File: src/rtl/axicb_pkg.sv
// Shared types for the AXI crossbar default (DECERR) slave.
// Response codes and FSM state encodings.
package axicb_pkg;

    localparam logic [1:0] RESP_OKAY   = 2'b00;
    localparam logic [1:0] RESP_DECERR = 2'b11;

    typedef enum logic [1:0] {
        W_IDLE,
        W_DRAIN,
        W_RESP
    } wr_fsm_t;

    typedef enum logic {
        R_IDLE,
        R_DATA
    } rd_fsm_t;

endpackage

File: src/rtl/axicb_decerr_slv_if.sv
// AXI4 channel subset seen by the DECERR slave.
// WDATA/WSTRB/AxADDR are not carried: the slave never looks at them.
interface axicb_decerr_slv_if #(
    parameter int AXI_ID_W   = 8,
    parameter int AXI_DATA_W = 32
);
    import axicb_pkg::*;

    logic                  awvalid;
    logic                  awready;
    logic [AXI_ID_W-1:0]   awid;
    logic                  wvalid;
    logic                  wready;
    logic                  wlast;
    logic                  bvalid;
    logic                  bready;
    logic [AXI_ID_W-1:0]   bid;
    logic [1:0]            bresp;
    logic                  arvalid;
    logic                  arready;
    logic [AXI_ID_W-1:0]   arid;
    logic [7:0]            arlen;
    logic                  rvalid;
    logic                  rready;
    logic [AXI_ID_W-1:0]   rid;
    logic [1:0]            rresp;
    logic [AXI_DATA_W-1:0] rdata;
    logic                  rlast;

    modport master (
        output awvalid, awid, wvalid, wlast, bready,
        output arvalid, arid, arlen, rready,
        input  awready, wready, bvalid, bid, bresp,
        input  arready, rvalid, rid, rresp, rdata, rlast
    );

    modport slave (
        input  awvalid, awid, wvalid, wlast, bready,
        input  arvalid, arid, arlen, rready,
        output awready, wready, bvalid, bid, bresp,
        output arready, rvalid, rid, rresp, rdata, rlast
    );

endinterface

File: src/rtl/axicb_scfifo.sv
// Single-clock register-file FIFO with registered full/empty flags.
// Push while full and pull while empty are ignored.
module axicb_scfifo #(
    parameter int DATA_WIDTH = 8,
    parameter int ADDR_WIDTH = 2
) (
    input  logic                  aclk,
    input  logic                  aresetn,
    input  logic                  push,
    input  logic [DATA_WIDTH-1:0] data_in,
    input  logic                  pull,
    output logic [DATA_WIDTH-1:0] data_out,
    output logic                  full,
    output logic                  empty
);
    localparam int DEPTH = 1 << ADDR_WIDTH;
    localparam logic [ADDR_WIDTH:0] DEPTH_C = (ADDR_WIDTH+1)'(DEPTH);

    logic [DATA_WIDTH-1:0] mem [DEPTH];
    logic [ADDR_WIDTH-1:0] wr_ptr;
    logic [ADDR_WIDTH-1:0] rd_ptr;
    logic [ADDR_WIDTH:0]   cnt;
    logic [ADDR_WIDTH:0]   cnt_nxt;
    logic                  do_push;
    logic                  do_pull;

    assign do_push  = push & ~full;
    assign do_pull  = pull & ~empty;
    assign data_out = mem[rd_ptr];

    always_comb begin
        cnt_nxt = cnt;
        if (do_push && !do_pull)
            cnt_nxt = cnt + 1'b1;
        else if (!do_push && do_pull)
            cnt_nxt = cnt - 1'b1;
    end

    always_ff @(posedge aclk) begin
        if (!aresetn) begin
            wr_ptr <= '0;
            rd_ptr <= '0;
            cnt    <= '0;
            full   <= 1'b0;
            empty  <= 1'b1;
        end else begin
            if (do_push)
                wr_ptr <= wr_ptr + 1'b1;
            if (do_pull)
                rd_ptr <= rd_ptr + 1'b1;
            cnt   <= cnt_nxt;
            full  <= (cnt_nxt == DEPTH_C);
            empty <= (cnt_nxt == '0);
        end
    end

    always_ff @(posedge aclk) begin
        if (do_push)
            mem[wr_ptr] <= data_in;
    end

endmodule

File: src/rtl/axicb_decerr_slv.sv
// Default crossbar slave: answers every request with DECERR.
// Optional `AXICB_DECERR_RDATA_EN drives ERR_DATA on RDATA beats.
module axicb_decerr_slv
    import axicb_pkg::*;
#(
    parameter int                    AXI_ID_W    = 8,
    parameter int                    AXI_DATA_W  = 32,
    parameter int                    OSTDREQ_NUM = 4,
    parameter logic [AXI_DATA_W-1:0] ERR_DATA    = '0
) (
    input  logic              aclk,
    input  logic              aresetn,
    axicb_decerr_slv_if.slave bus
);
    localparam int AW   = $clog2(OSTDREQ_NUM);
    localparam int AR_W = AXI_ID_W + 8;

    wr_fsm_t             wr_state;
    wr_fsm_t             wr_nxt;
    logic [AXI_ID_W-1:0] aw_head;
    logic                aw_full;
    logic                aw_empty;
    logic                aw_pull;

    rd_fsm_t             rd_state;
    rd_fsm_t             rd_nxt;
    logic [AR_W-1:0]     ar_head;
    logic                ar_full;
    logic                ar_empty;
    logic                ar_pull;
    logic [7:0]          cnt;
    logic                r_act;
    logic                r_last;
    logic                r_hs;

    // Readys are masked in reset so nothing is accepted then.
    assign bus.awready = aresetn & ~aw_full;
    assign bus.arready = aresetn & ~ar_full;
    assign bus.bresp   = RESP_DECERR;
    assign bus.rresp   = RESP_DECERR;

    axicb_scfifo #(
        .DATA_WIDTH (AXI_ID_W),
        .ADDR_WIDTH (AW)
    ) u_aw_fifo (
        .aclk     (aclk),
        .aresetn  (aresetn),
        .push     (bus.awvalid & bus.awready),
        .data_in  (bus.awid),
        .pull     (aw_pull),
        .data_out (aw_head),
        .full     (aw_full),
        .empty    (aw_empty)
    );

    always_ff @(posedge aclk) begin
        if (!aresetn)
            wr_state <= W_IDLE;
        else
            wr_state <= wr_nxt;
    end

    always_comb begin
        wr_nxt     = wr_state;
        aw_pull    = 1'b0;
        bus.wready = 1'b0;
        bus.bvalid = 1'b0;
        bus.bid    = '0;
        unique case (wr_state)
            W_IDLE: begin
                if (!aw_empty)
                    wr_nxt = W_DRAIN;
            end
            W_DRAIN: begin
                bus.wready = 1'b1;
                if (bus.wvalid && bus.wlast)
                    wr_nxt = W_RESP;
            end
            W_RESP: begin
                bus.bvalid = 1'b1;
                bus.bid    = aw_head;
                if (bus.bready) begin
                    aw_pull = 1'b1;
                    wr_nxt  = W_IDLE;
                end
            end
            default: wr_nxt = W_IDLE;
        endcase
    end

    axicb_scfifo #(
        .DATA_WIDTH (AR_W),
        .ADDR_WIDTH (AW)
    ) u_ar_fifo (
        .aclk     (aclk),
        .aresetn  (aresetn),
        .push     (bus.arvalid & bus.arready),
        .data_in  ({bus.arlen, bus.arid}),
        .pull     (ar_pull),
        .data_out (ar_head),
        .full     (ar_full),
        .empty    (ar_empty)
    );

    assign r_act  = (rd_state == R_DATA);
    assign r_last = r_act & (cnt == ar_head[AXI_ID_W +: 8]);
    assign r_hs   = r_act & bus.rready;

    assign bus.rvalid = r_act;
    assign bus.rlast  = r_last;
    assign bus.rid    = r_act ? ar_head[AXI_ID_W-1:0] : '0;

`ifdef AXICB_DECERR_RDATA_EN
    assign bus.rdata = r_act ? ERR_DATA : '0;
`else
    logic unused_err_data;
    assign unused_err_data = ^ERR_DATA;
    assign bus.rdata       = '0;
`endif

    always_ff @(posedge aclk) begin
        if (!aresetn)
            rd_state <= R_IDLE;
        else
            rd_state <= rd_nxt;
    end

    // Counter stops on the last beat, so arlen=255 never wraps mid-burst.
    always_ff @(posedge aclk) begin
        if (!aresetn)
            cnt <= '0;
        else if (!r_act)
            cnt <= '0;
        else if (r_hs && !r_last)
            cnt <= cnt + 1'b1;
    end

    always_comb begin
        rd_nxt  = rd_state;
        ar_pull = 1'b0;
        unique case (rd_state)
            R_IDLE: begin
                if (!ar_empty)
                    rd_nxt = R_DATA;
            end
            R_DATA: begin
                if (r_hs && r_last) begin
                    ar_pull = 1'b1;
                    rd_nxt  = R_IDLE;
                end
            end
            default: rd_nxt = R_IDLE;
        endcase
    end

endmodule

File: src/flat_wrapper.sv
// flat-port wrapper written by rule: the top's interface ports become plain ports
module axicb_decerr_slv_flat import axicb_pkg::*;
#(
    parameter int                    AXI_ID_W    = 8,
    parameter int                    AXI_DATA_W  = 32,
    parameter int                    OSTDREQ_NUM = 4,
    parameter logic [AXI_DATA_W-1:0] ERR_DATA    = '0
)
  (aclk, aresetn, bus_awvalid, bus_awid, bus_wvalid, bus_wlast, bus_bready, bus_arvalid, bus_arid, bus_arlen, bus_rready, bus_awready, bus_wready, bus_bvalid, bus_bid, bus_bresp, bus_arready, bus_rvalid, bus_rid, bus_rresp, bus_rdata, bus_rlast);
  axicb_decerr_slv_if #(.AXI_ID_W(AXI_ID_W), .AXI_DATA_W(AXI_DATA_W)) bus_i ();
  input  logic aclk;
  input  logic aresetn;
  input wire logic [$bits(bus_i.awvalid)-1:0] bus_awvalid;
  input wire logic [$bits(bus_i.awid)-1:0] bus_awid;
  input wire logic [$bits(bus_i.wvalid)-1:0] bus_wvalid;
  input wire logic [$bits(bus_i.wlast)-1:0] bus_wlast;
  input wire logic [$bits(bus_i.bready)-1:0] bus_bready;
  input wire logic [$bits(bus_i.arvalid)-1:0] bus_arvalid;
  input wire logic [$bits(bus_i.arid)-1:0] bus_arid;
  input wire logic [$bits(bus_i.arlen)-1:0] bus_arlen;
  input wire logic [$bits(bus_i.rready)-1:0] bus_rready;
  output wire logic [$bits(bus_i.awready)-1:0] bus_awready;
  output wire logic [$bits(bus_i.wready)-1:0] bus_wready;
  output wire logic [$bits(bus_i.bvalid)-1:0] bus_bvalid;
  output wire logic [$bits(bus_i.bid)-1:0] bus_bid;
  output wire logic [$bits(bus_i.bresp)-1:0] bus_bresp;
  output wire logic [$bits(bus_i.arready)-1:0] bus_arready;
  output wire logic [$bits(bus_i.rvalid)-1:0] bus_rvalid;
  output wire logic [$bits(bus_i.rid)-1:0] bus_rid;
  output wire logic [$bits(bus_i.rresp)-1:0] bus_rresp;
  output wire logic [$bits(bus_i.rdata)-1:0] bus_rdata;
  output wire logic [$bits(bus_i.rlast)-1:0] bus_rlast;
  assign bus_i.awvalid = bus_awvalid;
  assign bus_i.awid = bus_awid;
  assign bus_i.wvalid = bus_wvalid;
  assign bus_i.wlast = bus_wlast;
  assign bus_i.bready = bus_bready;
  assign bus_i.arvalid = bus_arvalid;
  assign bus_i.arid = bus_arid;
  assign bus_i.arlen = bus_arlen;
  assign bus_i.rready = bus_rready;
  assign bus_awready = bus_i.awready;
  assign bus_wready = bus_i.wready;
  assign bus_bvalid = bus_i.bvalid;
  assign bus_bid = bus_i.bid;
  assign bus_bresp = bus_i.bresp;
  assign bus_arready = bus_i.arready;
  assign bus_rvalid = bus_i.rvalid;
  assign bus_rid = bus_i.rid;
  assign bus_rresp = bus_i.rresp;
  assign bus_rdata = bus_i.rdata;
  assign bus_rlast = bus_i.rlast;
  axicb_decerr_slv #(.AXI_ID_W(AXI_ID_W), .AXI_DATA_W(AXI_DATA_W), .OSTDREQ_NUM(OSTDREQ_NUM), .ERR_DATA(ERR_DATA)) u_core (.aclk(aclk), .aresetn(aresetn), .bus(bus_i));
endmodule
File: config.mk
export PLATFORM = sky130hd
export DESIGN_NAME = axicb_decerr_slv_flat
export DESIGN_NICKNAME = d
export VERILOG_FILES = /design/src/rtl/axicb_pkg.sv /design/src/rtl/axicb_decerr_slv_if.sv /design/src/rtl/axicb_scfifo.sv /design/src/rtl/axicb_decerr_slv.sv /design/src/flat_wrapper.sv
export SDC_FILE = /design/constraint.sdc
export NUM_CORES = 1
export LEC_CHECK = 0
export BUFFER_PORTS_ARGS = -buffer_cell sky130_fd_sc_hd__buf_4
export CAP_MARGIN = 30
export CORE_AREA = 2 2 121 123
export DETAILED_ROUTE_END_ITERATION = 12
export DIE_AREA = 0 0 123 125
export HOLD_SLACK_MARGIN = 0.03
export PLACE_DENSITY_LB_ADDON = 0.12
export SYNTH_ARGS = -nofsm -noshare
export SYNTH_HDL_FRONTEND = slang
export SYNTH_SLANG_ARGS = --single-unit
File: constraint.sdc
create_clock -name aclk -period 4.3 [get_ports aclk]
set_input_delay 0.86 -clock aclk [delete_from_list [all_inputs] [get_ports aclk]]
set_output_delay 0.86 -clock aclk [all_outputs]
set_load 0.02 [all_outputs]
# [After elaboration in Yosys (flattened, before gate mapping)]
# Memories as Yosys holds them, arrays and structs flattened. A register that Yosys moved wholly into a read port is not among the register bits.
# Index checks and enable logic that the tools add are counted.
[word_totals] register_bits=29 ramBits=96 elab_cells=91 n_memories=2
[classes] n_addsub=9 eq_ne=8 muxes=27 bitwise=15 reduce_logical=17
[memory_table] name="u_core.u_ar_fifo.mem" words=4 width=16 rd=1 rd_clocked_by_memory_dff=1 wr=1 line_no="axicb_scfifo.sv:19" rtl="logic [DATA_WIDTH-1:0] mem [DEPTH];"
[memory_table] name="u_core.u_aw_fifo.mem" words=4 width=8 rd=1 rd_clocked_by_memory_dff=1 wr=1 line_no="axicb_scfifo.sv:19"
[ops] cell="$mux W8" count=2
[ops] cell="$mux W2" count=7
[ops] cell="$mux W1" count=12
[ops] cell="$mux W3" count=4
[ops] cell="$and A1 B1 Y1" count=10
[ops] cell="$add A2 B1 Y2 const B" count=4
[ops] cell="$add A8 B1 Y8 const B" count=1
[ops] cell="$eq A8 B8 Y1" count=1
[ops] cell="$logic_and A1 B1 Y1" count=7
[ops] cell="$add A3 B1 Y3 const B" count=2
[ops] cell="$eq A3 B3 Y1 const B" count=2
[ops] cell="$logic_not A3 Y1" count=2
[ops] cell="$pmux W2 S3" count=1
[ops] cell="$sub A3 B1 Y3 const B" count=2
[ops] cell="$logic_not A1 Y1" count=5
[ops] cell="$not A1 Y1" count=5
[ops] cell="$ne A2 B2 Y1 const B" count=2
[ops] cell="$reduce_and A3 Y1" count=1
[ops] cell="$eq A2 B1 Y1 const B" count=1
[ops] cell="$eq A2 B2 Y1 const B" count=1
[ops] cell="$logic_not A2 Y1" count=1
[ops] cell="$ne A2 B1 Y1 const B" count=1
[ops] cell="$pmux W1 S2" count=1
[ops] cell="$reduce_and A2 Y1" count=1

# [Longest topological paths before layout]
[depth] depth_word=10 mapped_depth=10 mapped_depth_nobuf=7

# [Hierarchy]
# Synthesis repeated with hierarchy kept, for this count alone.
[unflattened] hier_cells=400 hier_area_um2=5811.8
[modules_own_cells] mod="axicb_scfifo (u_core.u_ar_fifo)" instances=1 cells_per_inst=151 area_each_um2=2942.8 seq_area_each_um2=2142.1
[modules_own_cells] mod="axicb_scfifo (u_core.u_aw_fifo)" instances=1 cells_per_inst=113 area_each_um2=1825.5 seq_area_each_um2=1181.1
[modules_own_cells] mod="axicb_decerr_slv" instances=1 cells_per_inst=136 area_each_um2=1043.5 seq_area_each_um2=220.2

# [Worst setup path before layout]
# Ideal clock, no wire load.
[synth_timing] path_type="reg2reg" start="register (tool-made name)" end="register u_core.u_ar_fifo.full" setup_ns=0.070 arrival_time_ns=2.678 path_slack_ns=1.552 path_stages_with_launch=11 path_buffers=3 cell_sequence="dfxtp_1 clkbuf_1 buf_2 mux4_2 xnor2_1 nand4_1 or4_1 buf_2 mux2i_1 mux2i_1 a21boi_1"
[synth_lines] item="end signal: assignment" line_no="axicb_scfifo.sv:52" rtl="full <= (cnt_nxt == DEPTH_C);"
[synth_lines] item="end: declaration" line_no="axicb_scfifo.sv:13" rtl="output logic full,"

==> results.json <==
{
  "syn_inst": 376,
  "clk_pin_slew_worst_paths_ns": 0.06,
  "synthToLayoutAreaGrowth_pct": 18.9,
  "cp_top_family": "flip-flops",
  "critPathBufInv": 1,
  "critPathArrivalTime_ns": 2.54,
  "antenna_found_initial": 0,
  "tritoncts": "done",
  "remaining_drc_errors": 0,
  "slowest_stage": "dfxtp_1",
  "reg2reg_setup_slack_ns": 1.05,
  "gr-total-overflow": 0,
  "ant_nets": 0,
  "maxCapViolations": 0,
  "path_cells": "mux4_2, xnor2_1, o2111ai_1, nor2_1, buf_4",
  "max_freq_mhz": 294,
  "gp_congestion": 0.768,
  "postCtsSetupRepairBufs": 0,
  "drive_above_1_share_pct": 24.4,
  "timing_worst_setup_path_type": "register to output port",
  "synth-simple-area-share_pct": 9.02,
  "hpwl_mm": 6.45,
  "ctsHoldBuffers": 0,
  "syn-cell-area_um2": 5520,
  "cts_max_path_buffers": 2,
  "synth_compound_area_share_pct": 3.04,
  "grt_pass1_vias": 3063,
  "slew_headroom_pct": 52.3,
  "grt_use_total_pct": 13.5,
  "cts-resized-gates": 0,
  "synth_top_family_by_area": "multiplexers",
  "synthMuxAreaShare_pct": 10.6,
  "seq_area_frac_synth_pct": 64.2,
  "cpPeakStageDelay_ns": 0.69,
  "diodes": 0,
  "tns_ns": 0,
  "timing.final.crit_period_ns": 3.40,
  "rsz0062_at_grt": "no",
  "dieHeight_um": 125,
  "die_w_um": 123,
  "finalHoldViolations": 0,
  "die_area_um2": 15400,
  "start_kind": "register",
  "ios": 90,
  "path_max_fanout": 12,
  "end_kind": "output port",
  "wl_per_cell_um": 15.1,
  "fin_skew_ns": 0.00674,
  "synth_seq_cells": 129,
  "rows": 44,
  "dr.pass1.iters": 4,
  "p_per_area_nw_per_um2": 445,
  "min_period_over_period_pct": 79.2,
  "drtIter0Drc": 196,
  "synth_fa_ha_area_share_pct": 2.95,
  "setup_violations": 0,
  "synthFlopType": "edfxtp_1",
  "ctsRootBufferMaster": "clkbuf_16",
  "slew_violations": 0,
  "status": "complete, no violations",
  "htree_levels": 4,
  "wl_mm": 9.65,
  "synth_edf_count": 96,
  "hold_start": "u_core.u_ar_fifo.empty",
  "cp_data_required_time_ns": 3.44,
  "synth_cell_types": 41,
  "io_buffer_count": 53,
  "cts_sinks": 129,
  "vias_per_cell": 4.65,
  "synth_xor_area_share_pct": 3.33,
  "avgSynthCellArea_um2": 14.7,
  "numCtsBuffers": 17,
  "ys.warnings.count": 0,
  "worstMarginPinSlew_ns": 0.715,
  "vias": 2971,
  "grt_start_max_net_pins": 19,
  "grt_pass1_wl_mm": 15.5,
  "p_leak_nw": 2.37,
  "start_util_pct": 38.9,
  "clock_latency_ns": 0.40,
  "nets": 487,
  "core_region_area_um2": 14200,
  "vdd_ir_drop_max_v": 0.000227,
  "finalNonFillerCells": 639,
  "holdCritPathClass": "register to register",
  "placed_cells": 607,
  "async_flop_share_pct": 0
}
-- cells in the mapped netlist (all sizes together) (3+ instances only) --
cell	count	area [um2]
nor2b	12	75.1
ha	13	163
mux4	23	518
a21oi	6	30.0
a211oi	4	30.0
mux2i	7	70.1
clkbuf	7	26.3
dfxtp	33	661
o21ai	4	20.0
nand3	5	25.0
nor2	26	97.6
nand2b	3	18.8
and3	8	50.1
buf	40	293
edfxtp	96	2880
o2111ai	3	26.3
nand2	14	52.6
xor2	5	43.8
and2	13	81.3
inv	13	48.8
xnor2	16	140
-- final cells by class --
class,count,area [um2]
Sequential cell,129,3540
Clock buffer,20,437
Timing Repair Buffer,60,450
Multi-Input combinational cell,220,1740
Fill cell,1275,7640
Inverter,14,52.6
Clock inverter,12,118
Tap cell,184,230
-- cell families after synthesis --
| logic type | after synthesis |
|---|---|
| mux | 30 |
| compound gates | 25 |
| flops | 129 |
| other cells | 2 |
| fa+ha+maj | 13 |
| buf+inv | 61 |
| simple gates | 95 |
| xor+xnor | 21 |
-- sequential cells by signal, indices dropped and copies added, names as in the netlist, named ones only --
| signal | count |
|---|---|
| u_core.bus.rvalid | 1 |
| u_core.cnt | 8 |
| u_core.u_ar_fifo.cnt | 3 |
| u_core.u_ar_fifo.empty | 1 |
| u_core.u_ar_fifo.full | 1 |
| u_core.u_ar_fifo.mem | 64 |
| u_core.u_ar_fifo.rd_ptr | 2 |
| u_core.u_ar_fifo.wr_ptr | 2 |
| u_core.u_aw_fifo.cnt | 3 |
| u_core.u_aw_fifo.empty | 1 |
| u_core.u_aw_fifo.full | 1 |
| u_core.u_aw_fifo.mem | 32 |
| u_core.u_aw_fifo.rd_ptr | 2 |
| u_core.u_aw_fifo.wr_ptr | 2 |
| u_core.wr_state | 2 |
-- worst register-to-register path: stages, from the launching register on --
cell       delay, ns
dfxtp_1         0.69
mux4_2          0.60
xnor2_1         0.15
o2111ai_1       0.25
or4_1           0.76
mux2i_1         0.25
mux2i_1         0.30
a21boi_1        0.19
-- report_power, final --
part | switching [mW] | total, mW | internal, mW
clock network | 0.492 | 1.34 | 0.843
registers | 0.0208 | 1.40 | 1.38
logic | 0.115 | 0.191 | 0.0764
-- metal layers --
layer / track usage [%] / up-vias / part of all wire (%)
met2: 21.0 / 72 / 48
met4: 5.28 / 0 / 1.5
met5: 0 / - / 0
li1: - / 1433 / -
met3: 4.29 / 11 / 4.2
met1: 17.7 / 1455 / 47
-- cells in the final DEF, fill, tap and decap left out, types with 4 or more instances in the layout --
master | synthesis | routed
nor2_1 | 26 | 26
mux4_2 | 23 | 23
and3_1 | 8 | 8
xnor2_1 | 16 | 16
nand3_1 | 5 | 5
o21ai_0 | 4 | 4
mux2i_1 | 7 | 7
conb_1 | 2 | 36
nor2b_1 | 12 | 12
buf_4 | 37 | 60
ha_1 | 13 | 13
clkinv_1 | 1 | 4
xor2_1 | 5 | 5
edfxtp_1 | 96 | 96
and2_1 | 13 | 13
dfxtp_1 | 33 | 33
a211oi_1 | 4 | 4
clkbuf_16 | 0 | 17
inv_1 | 13 | 13
a21oi_1 | 6 | 6
nand2_1 | 14 | 14
-- final timing paths --
path | to | cells after the start
worst min-delay path | u_core.bus.rvalid | 1
worst min register to register | u_core.bus.rvalid | 1
worst max register to register | u_core.u_ar_fifo.full | 7
worst max-delay path | bus_rlast | 5
-- through the flow --
step	total power, mW	hold WS (ns)	instance area [um2]	util [%]	worst slack (ns)
after floorplan	1.56	0.424	5650	-	1.55
after global routing	3.03	0.500	6570	46.2	0.660
after global placement	1.61	0.462	6010	42.3	1.10
final	2.92	0.480	6570	46.2	0.895
after detailed placement	1.62	0.457	6010	42.3	1.01
after CTS	2.96	0.472	6570	46.2	0.816
Note: power is estimated with default switching activity, not from simulation.
